`src/rtl/fpu_pkg.sv`:
```
// ============================================================================
// Module      : fpu_pkg
// Description : Shared binary32 constants, state encoding and float struct.
// Revision    : 1.0
// ============================================================================
`default_nettype none

package fpu_pkg;

   localparam logic [31:0] QNAN      = 32'h7FC0_0000;
   localparam logic [31:0] QNAN_NEG  = 32'hFFC0_0000;
   localparam int          BIAS      = 127;
   localparam int          EXP_MAX   = 255;
   localparam int          DIV_ITERS = 26;

   typedef enum logic [1:0] {
      S_IDLE   = 2'd0,
      S_DIVIDE = 2'd1,
      S_ROUND  = 2'd2,
      S_DONE   = 2'd3
   } fpu_state_e;

   typedef struct packed {
      logic        sign;
      logic [7:0]  exp;
      logic [22:0] frac;
   } fpu_float_t;

endpackage

`default_nettype wire

```
`src/rtl/fpu_divider_if.sv`:
```
// ============================================================================
// Module      : fpu_divider_if
// Description : Operand/result valid-ready handshake bundle for the divider.
// Revision    : 1.0
// ============================================================================
`default_nettype none

interface fpu_divider_if;

   logic        in_valid;
   logic        in_ready;
   logic [31:0] a;
   logic [31:0] b;
   logic        out_valid;
   logic        out_ready;
   logic [31:0] op;

   modport master (
      output in_valid, a, b, out_ready,
      input  in_ready, out_valid, op
   );

   modport slave (
      input  in_valid, a, b, out_ready,
      output in_ready, out_valid, op
   );

endinterface

`default_nettype wire

```
`src/rtl/fpu_classify.sv`:
```
// ============================================================================
// Module      : fpu_classify
// Description : Combinational NaN / infinity / zero flags for one operand.
// Revision    : 1.0
// ============================================================================
`default_nettype none

module fpu_classify
   import fpu_pkg::*;
(
   input  fpu_float_t float_i,
   output logic       is_nan_o,
   output logic       is_inf_o,
   output logic       is_zero_o
);

   logic w_exp_max;
   logic w_frac_nz;

   assign w_exp_max = (float_i.exp == 8'hFF);
   assign w_frac_nz = |float_i.frac;

   assign is_nan_o  = w_exp_max &  w_frac_nz;
   assign is_inf_o  = w_exp_max & ~w_frac_nz;
   // Subnormals fold into zero: the datapath has no denormal support.
   assign is_zero_o = (float_i.exp == 8'h00);

endmodule

`default_nettype wire

```
`src/rtl/fpu_divider.sv`:
```
// ============================================================================
// Module      : fpu_divider
// Description : Multi-cycle binary32 divider, restoring division + RNE round.
// Revision    : 1.0
// ============================================================================
`default_nettype none

module fpu_divider
   import fpu_pkg::*;
(
   input  logic          clk,
   input  logic          rst,
   fpu_divider_if.slave  bus
);

   localparam logic [4:0]        c_last_iter = 5'(DIV_ITERS - 1);
   localparam logic signed [9:0] c_exp_max   = 10'(EXP_MAX);

   fpu_state_e         state_q, state_d;
   logic [4:0]         cnt_q,   cnt_d;
   logic [25:0]        quo_q,   quo_d;
   logic [24:0]        rem_q,   rem_d;
   logic [23:0]        div_q,   div_d;
   logic signed [9:0]  exp_q,   exp_d;
   logic               sign_q,  sign_d;
   logic [31:0]        op_q,    op_d;

   fpu_float_t w_fa;
   fpu_float_t w_fb;
   logic       w_nan_a, w_inf_a, w_zero_a;
   logic       w_nan_b, w_inf_b, w_zero_b;
   logic       w_sign;
   logic       w_special;
   logic [31:0] w_special_op;

   assign w_fa   = bus.a;
   assign w_fb   = bus.b;
   assign w_sign = w_fa.sign ^ w_fb.sign;

   fpu_classify u_cls_a (
      .float_i   (w_fa),
      .is_nan_o  (w_nan_a),
      .is_inf_o  (w_inf_a),
      .is_zero_o (w_zero_a)
   );

   fpu_classify u_cls_b (
      .float_i   (w_fb),
      .is_nan_o  (w_nan_b),
      .is_inf_o  (w_inf_b),
      .is_zero_o (w_zero_b)
   );

   assign w_special = w_nan_a | w_nan_b | w_inf_a | w_inf_b | w_zero_a | w_zero_b;

   always_comb begin
      w_special_op = {w_sign, 31'd0};
      if (w_nan_a | w_nan_b)
         w_special_op = QNAN;
      else if ((w_inf_a & w_inf_b) | (w_zero_a & w_zero_b))
         w_special_op = QNAN_NEG;
      else if (w_inf_a | w_zero_b)
         w_special_op = {w_sign, 8'hFF, 23'd0};
   end

   // One restoring step: subtract when the partial remainder covers the divisor.
   logic        w_ge;
   logic [24:0] w_diff;
   logic [24:0] w_rem_sel;

   assign w_ge      = (rem_q >= {1'b0, div_q});
   assign w_diff    = rem_q - {1'b0, div_q};
   assign w_rem_sel = w_ge ? w_diff : rem_q;

   // Normalise, round to nearest even, then clamp the exponent range.
   logic              w_q25;
   logic [23:0]       w_mant;
   logic              w_guard;
   logic              w_sticky;
   logic              w_rup;
   logic [24:0]       w_mant_r;
   logic [22:0]       w_frac;
   logic signed [9:0] w_exp_n;
   logic signed [9:0] w_exp_f;
   logic [31:0]       w_round_op;

   assign w_q25    = quo_q[25];
   assign w_mant   = w_q25 ? quo_q[25:2] : quo_q[24:1];
   assign w_guard  = w_q25 ? quo_q[1]    : quo_q[0];
   assign w_sticky = (w_q25 & quo_q[0]) | (|rem_q);
   assign w_rup    = w_guard & (w_sticky | w_mant[0]);
   assign w_mant_r = {1'b0, w_mant} + {24'd0, w_rup};
   assign w_frac   = w_mant_r[24] ? w_mant_r[23:1] : w_mant_r[22:0];
   assign w_exp_n  = exp_q - (w_q25 ? 10'sd0 : 10'sd1);
   assign w_exp_f  = w_exp_n + (w_mant_r[24] ? 10'sd1 : 10'sd0);

   always_comb begin
      if (w_exp_f >= c_exp_max)
         w_round_op = {sign_q, 8'hFF, 23'd0};
      else if (w_exp_f <= 10'sd0)
         w_round_op = {sign_q, 31'd0};
      else
         w_round_op = {sign_q, w_exp_f[7:0], w_frac};
   end

   always_comb begin
      state_d = state_q;
      cnt_d   = cnt_q;
      quo_d   = quo_q;
      rem_d   = rem_q;
      div_d   = div_q;
      exp_d   = exp_q;
      sign_d  = sign_q;
      op_d    = op_q;
      case (state_q)
         S_IDLE: begin
            if (bus.in_valid) begin
               sign_d = w_sign;
               if (w_special) begin
                  op_d    = w_special_op;
                  state_d = S_DONE;
               end else begin
                  rem_d   = {2'b01, w_fa.frac};
                  div_d   = {1'b1, w_fb.frac};
                  quo_d   = 26'd0;
                  cnt_d   = 5'd0;
                  exp_d   = {2'b00, w_fa.exp} - {2'b00, w_fb.exp} + 10'(BIAS);
                  state_d = S_DIVIDE;
               end
            end
         end
         S_DIVIDE: begin
            quo_d = {quo_q[24:0], w_ge};
            rem_d = w_rem_sel << 1;
            cnt_d = cnt_q + 5'd1;
            if (cnt_q == c_last_iter)
               state_d = S_ROUND;
         end
         S_ROUND: begin
            op_d    = w_round_op;
            state_d = S_DONE;
         end
         S_DONE: begin
            if (bus.out_ready)
               state_d = S_IDLE;
         end
         default: state_d = S_IDLE;
      endcase
   end

   always_ff @(posedge clk or posedge rst) begin
      if (rst) begin
         state_q <= S_IDLE;
         cnt_q   <= 5'd0;
         quo_q   <= 26'd0;
         rem_q   <= 25'd0;
         div_q   <= 24'd0;
         exp_q   <= 10'sd0;
         sign_q  <= 1'b0;
         op_q    <= 32'd0;
      end else begin
         state_q <= state_d;
         cnt_q   <= cnt_d;
         quo_q   <= quo_d;
         rem_q   <= rem_d;
         div_q   <= div_d;
         exp_q   <= exp_d;
         sign_q  <= sign_d;
         op_q    <= op_d;
      end
   end

   assign bus.in_ready  = (state_q == S_IDLE);
   assign bus.out_valid = (state_q == S_DONE);
   assign bus.op        = op_q;

endmodule

`default_nettype wire
```
`src/flat_wrapper.sv`:
```
// flat-port wrapper written by rule: the top's interface ports become plain ports
module fpu_divider_flat import fpu_pkg::*;
  (clk, rst, bus_in_valid, bus_a, bus_b, bus_out_ready, bus_in_ready, bus_out_valid, bus_op);
  fpu_divider_if bus_i ();
  input  logic clk;
  input  logic rst;
  input wire logic [$bits(bus_i.in_valid)-1:0] bus_in_valid;
  input wire logic [$bits(bus_i.a)-1:0] bus_a;
  input wire logic [$bits(bus_i.b)-1:0] bus_b;
  input wire logic [$bits(bus_i.out_ready)-1:0] bus_out_ready;
  output wire logic [$bits(bus_i.in_ready)-1:0] bus_in_ready;
  output wire logic [$bits(bus_i.out_valid)-1:0] bus_out_valid;
  output wire logic [$bits(bus_i.op)-1:0] bus_op;
  assign bus_i.in_valid = bus_in_valid;
  assign bus_i.a = bus_a;
  assign bus_i.b = bus_b;
  assign bus_i.out_ready = bus_out_ready;
  assign bus_in_ready = bus_i.in_ready;
  assign bus_out_valid = bus_i.out_valid;
  assign bus_op = bus_i.op;
  fpu_divider u_core (.clk(clk), .rst(rst), .bus(bus_i));
endmodule
```
`config.mk`:
```
export PLATFORM = sky130hd
export DESIGN_NAME = fpu_divider_flat
export DESIGN_NICKNAME = d
export VERILOG_FILES = /design/src/rtl/fpu_pkg.sv /design/src/rtl/fpu_divider_if.sv /design/src/rtl/fpu_classify.sv /design/src/rtl/fpu_divider.sv /design/src/flat_wrapper.sv
export SDC_FILE = /design/constraint.sdc
export NUM_CORES = 1
export LEC_CHECK = 0
export BUFFER_PORTS_ARGS = -buffer_cell sky130_fd_sc_hd__clkbuf_2
export CAP_MARGIN = 20
export CORE_MARGIN = 4
export CORE_UTILIZATION = 44
export CTS_BUF_LIST = sky130_fd_sc_hd__clkbuf_8
export CTS_CLUSTER_DIAMETER = 30
export DETAILED_ROUTE_END_ITERATION = 8
export PLACE_DENSITY = 0.61
export SLEW_MARGIN = 30
export SYNTH_ARGS = -nofsm -noshare
export SYNTH_HDL_FRONTEND = slang
export SYNTH_HIERARCHICAL = 1
export SYNTH_SLANG_ARGS = --single-unit
```
`constraint.sdc`:
```
create_clock -name clk -period 11.67 [get_ports clk]
set_input_delay 0.5835 -clock clk [delete_from_list [all_inputs] [get_ports clk]]
set_output_delay 0.5835 -clock clk [all_outputs]
set_load 0.005 [all_outputs]
```
==> metrics.csv <==
metric,value,unit
status,finished clean,
CP arrival,6.09,ns
GPL Wtd Cong,0.905,
max_cap viols,0,
most frequent cell after synthesis,dfrtp_1,
Slew Limit Fails,0,
die area,23300,um^2
Internal,1.44,mW
Post-Synthesis Cell Area,9190,um^2
hold crit path type,in -> async,
largest net degree at the start of global routing,77,
ant diodes,0,
final core occ,50.7,%
critical path type,reg -> reg,
CP most frequent cell,ha_1,
initial antenna violation count,0,
1st-iter DRT viols,609,
core area,20400,um^2
CP Cell Sequence,nand2b_4 > a21boi_0 > ha_1 > nand4_1 > nor3_2 > and4_1 > nand2_1 > ha_1 > inv_1 > ha_1 > inv_1 > fa_1 > nand2b_1 > a211oi_1 > o31a_1 > a21oi_1 > and3_1 > or4_1 > o41ai_2,
Initial Utilization,45.1,%
synth warn,6,
reg2reg end,u_core/bus.op[21],
"non-filler cells, final",1438,
LEAKAGE,4.65,nW
drt pass-1 iters,5,
# fillers,1920,
post-synth cell types,77,
PwrDens,269,nW/um^2
placed insts,1406,
Setup crit start kind,flop,
global route total overflow,0,
clk buf depth,2,
slew of the pin with the lowest slew margin,0.896,ns
R2R setup slack,5.93,ns
largest family of logic cells by synthesized area,simple AND/OR/NAND/NOR gates,
Post-synth EDFFs,0,
Nets,1276,
post-synthesis mux area share,5.70,%
cts bufs inserted,17,
Placed Area,9890,um^2
clock period minus worst slack,5.74,ns
ANT nets after route,0,
worst flop-to-flop path startpoint,u_core/quo_q[25],
Worst Setup End Kind,flop,
Final period util,49.2,%
Worst Reg2Reg Path Length in Cells,19,
CTS tree,yes,
worst skew pair latency,0.45,ns
post-synthesis async set-or-reset flop share,100,%
adder-cell share of the synthesized area,7.46,%
Mapped Cells,1088,
final setup fails,0,
Comb power frac,60.0,%
switching share of power,48.1,%
post-synth top area share,34.0,%
"Hold Violations, Final",0,
# port buffers,101,
DRC,0,
CTS sink cnt,125,
CP max stage cell,or4_1,
Chip Width,153,um
top_reg_cell synth,dfrtp_1,
H-tree levels,4,
mean post-synth cell area,8.45,um^2
hpwl dp,19.3,mm
Setup Buffers After CTS,0,
drt wl/cell,18.2,um
Simple-Gate Fraction of Synth Area,22.1,%
Slew headroom,39.7,%
Commonest cells post-synth,"dfrtp_1, nand2_1, o21ai_0, inv_1, a21oi_1",
CTS root buffer,clkbuf_8,
Area Overhead vs Synth,12.4,%
die height,153,um
first-pass GRT wire length,42.4,mm
vias per cell,5.82,
xor and xnor area share after synthesis,5.43,%
clock skew,0.0173,ns
cell area after layout,10300,um^2
Buf/Inv on CP,2,
Max Fanout on Critical Path,16,
Max Clk Rate,174,MHz
RSZ-0062 raised after global routing,no,
Seq pwr share,24.3,%
FP Rows,52,
synthesized net count,1209,
vias,8366,
CP required,12.01,ns
sequential area share after synthesis,34.0,%
ranking of synthesized cells by area,"dfrtp_1, ha_1, nand2_1, o21ai_0, a21oi_1",
Fin Setup TNS,0,ns
Psw,1.33,mW
Total GRT Usage,22.2,%
"slowest stage delay, CP",0.72,ns
"Clk pin slew, worst setup/hold paths",0.08,ns
CTS-repair resized insts,0,
number of global-route vias before repair,8100,
final WL,26.1,mm
number of synthesized register bits,125,
worst hold margin,0.242,ns
CP top delay family,simple AND/OR/NAND/NOR gates,
clock power share,15.7,%
cell taking the most area after synthesis,dfrtp_1,
Peak VDD IR,140,uV
Post-CTS Hold Buffers,0,
Synth Area in Compound Gates,19.5,%
Ports,102,
layout cell share with drive strength beyond 1,16.4,%
## how the worst max path moves through the flow
stage / startpoint / to / slack, ns / cells past startpoint
after global placement: u_core/quo_q[25] / u_core/bus.op[15] / 6.08 / 19
after CTS: u_core/quo_q[25] / u_core/bus.op[21] / 5.99 / 19
final: u_core/quo_q[25] / u_core/bus.op[21] / 5.93 / 19
after global routing: u_core/quo_q[25] / u_core/bus.op[21] / 5.51 / 19
after detailed placement: u_core/quo_q[25] / u_core/bus.op[21] / 6.04 / 19
after floorplan: u_core/quo_q[25] / u_core/bus.op[21] / 5.77 / 26
## worst register-to-register path: cells and delay by family, from the launching register on
family | cells | cell delay [ns]
buf+inv | 2 | 0.11
flops | 1 | 0.61
compound gates | 5 | 1.14
fa+ha+maj | 4 | 1.11
simple gates | 8 | 2.67
## cells in the final DEF (no fill, tap or decap), drive strengths merged, types with 10 or more instances in the layout
cell type  count
mux2i         22
o211ai        12
nand3         60
a21o          11
nor4          27
clkbuf       118
or3           11
nand2        117
nor3b         10
nor2          55
xnor2         30
inv           76
a32o          10
nor3          27
a21oi         61
o21ai         83
nand4         17
and3          15
ha            50
xor2          27
dfrtp        125
nand2b        12
mux2          27
## through the flow
stage / total power, mW / worst slack (ns)
2_1_floorplan: 1.90 / 5.77
3_3_place_gp: 2.30 / 6.08
6_report: 2.78 / 5.93
4_1_cts: 2.77 / 5.99
3_5_place_dp: 2.32 / 6.04
5_1_grt: 3.01 / 5.51
## cell families (layout without fill, tap and decap cells)
kind of cell,after synthesis,in the layout
buf+inv,134,214
xor+xnor,57,57
fa+ha+maj,53,53
flops,125,125
compound gates,274,274
mux,49,49
simple gates,396,396
## layer usage
metal / GRT usage, % / vias to the layer above / part of all wire, %
met3: 4.91 / 40 / 5.1
met4: 7.89 / 0 / 2.9
met2: 35.4 / 251 / 46
met5: 0 / - / 0
li1: - / 4101 / -
met1: 29.9 / 3974 / 46
## power by group through the flow
stage | Combinational (mW) | Sequential, mW | Clock [mW]
global placement | 1.62 | 0.678 | 0
CTS | 1.65 | 0.672 | 0.447
detailed placement | 1.64 | 0.679 | 0
global route | 1.85 | 0.690 | 0.464
floorplan | 1.26 | 0.641 | 0
finish | 1.66 | 0.675 | 0.436
## final cells by class
class / instances / area [um^2] / share of cell area, %
Sequential cell: 125 / 3130 / 30.3
Clock inverter: 15 / 211 / 2.05
Timing Repair Buffer: 109 / 566 / 5.47
Inverter: 73 / 279 / 2.70
Multi-Input combinational cell: 829 / 5580 / 54.0
Clock buffer: 17 / 234 / 2.26
Tap cell: 270 / 338 / 3.27
## sequential cells by signal, indices dropped and copies added, names as in the netlist
register        count
u_core/rem_q       25
u_core/cnt_q        5
u_core/quo_q       26
u_core/bus.op      32
u_core/div_q       24
u_core/exp_q       10
u_core/sign_q       1
u_core/state_q      2
Note: power is estimated with default switching activity, not from simulation.
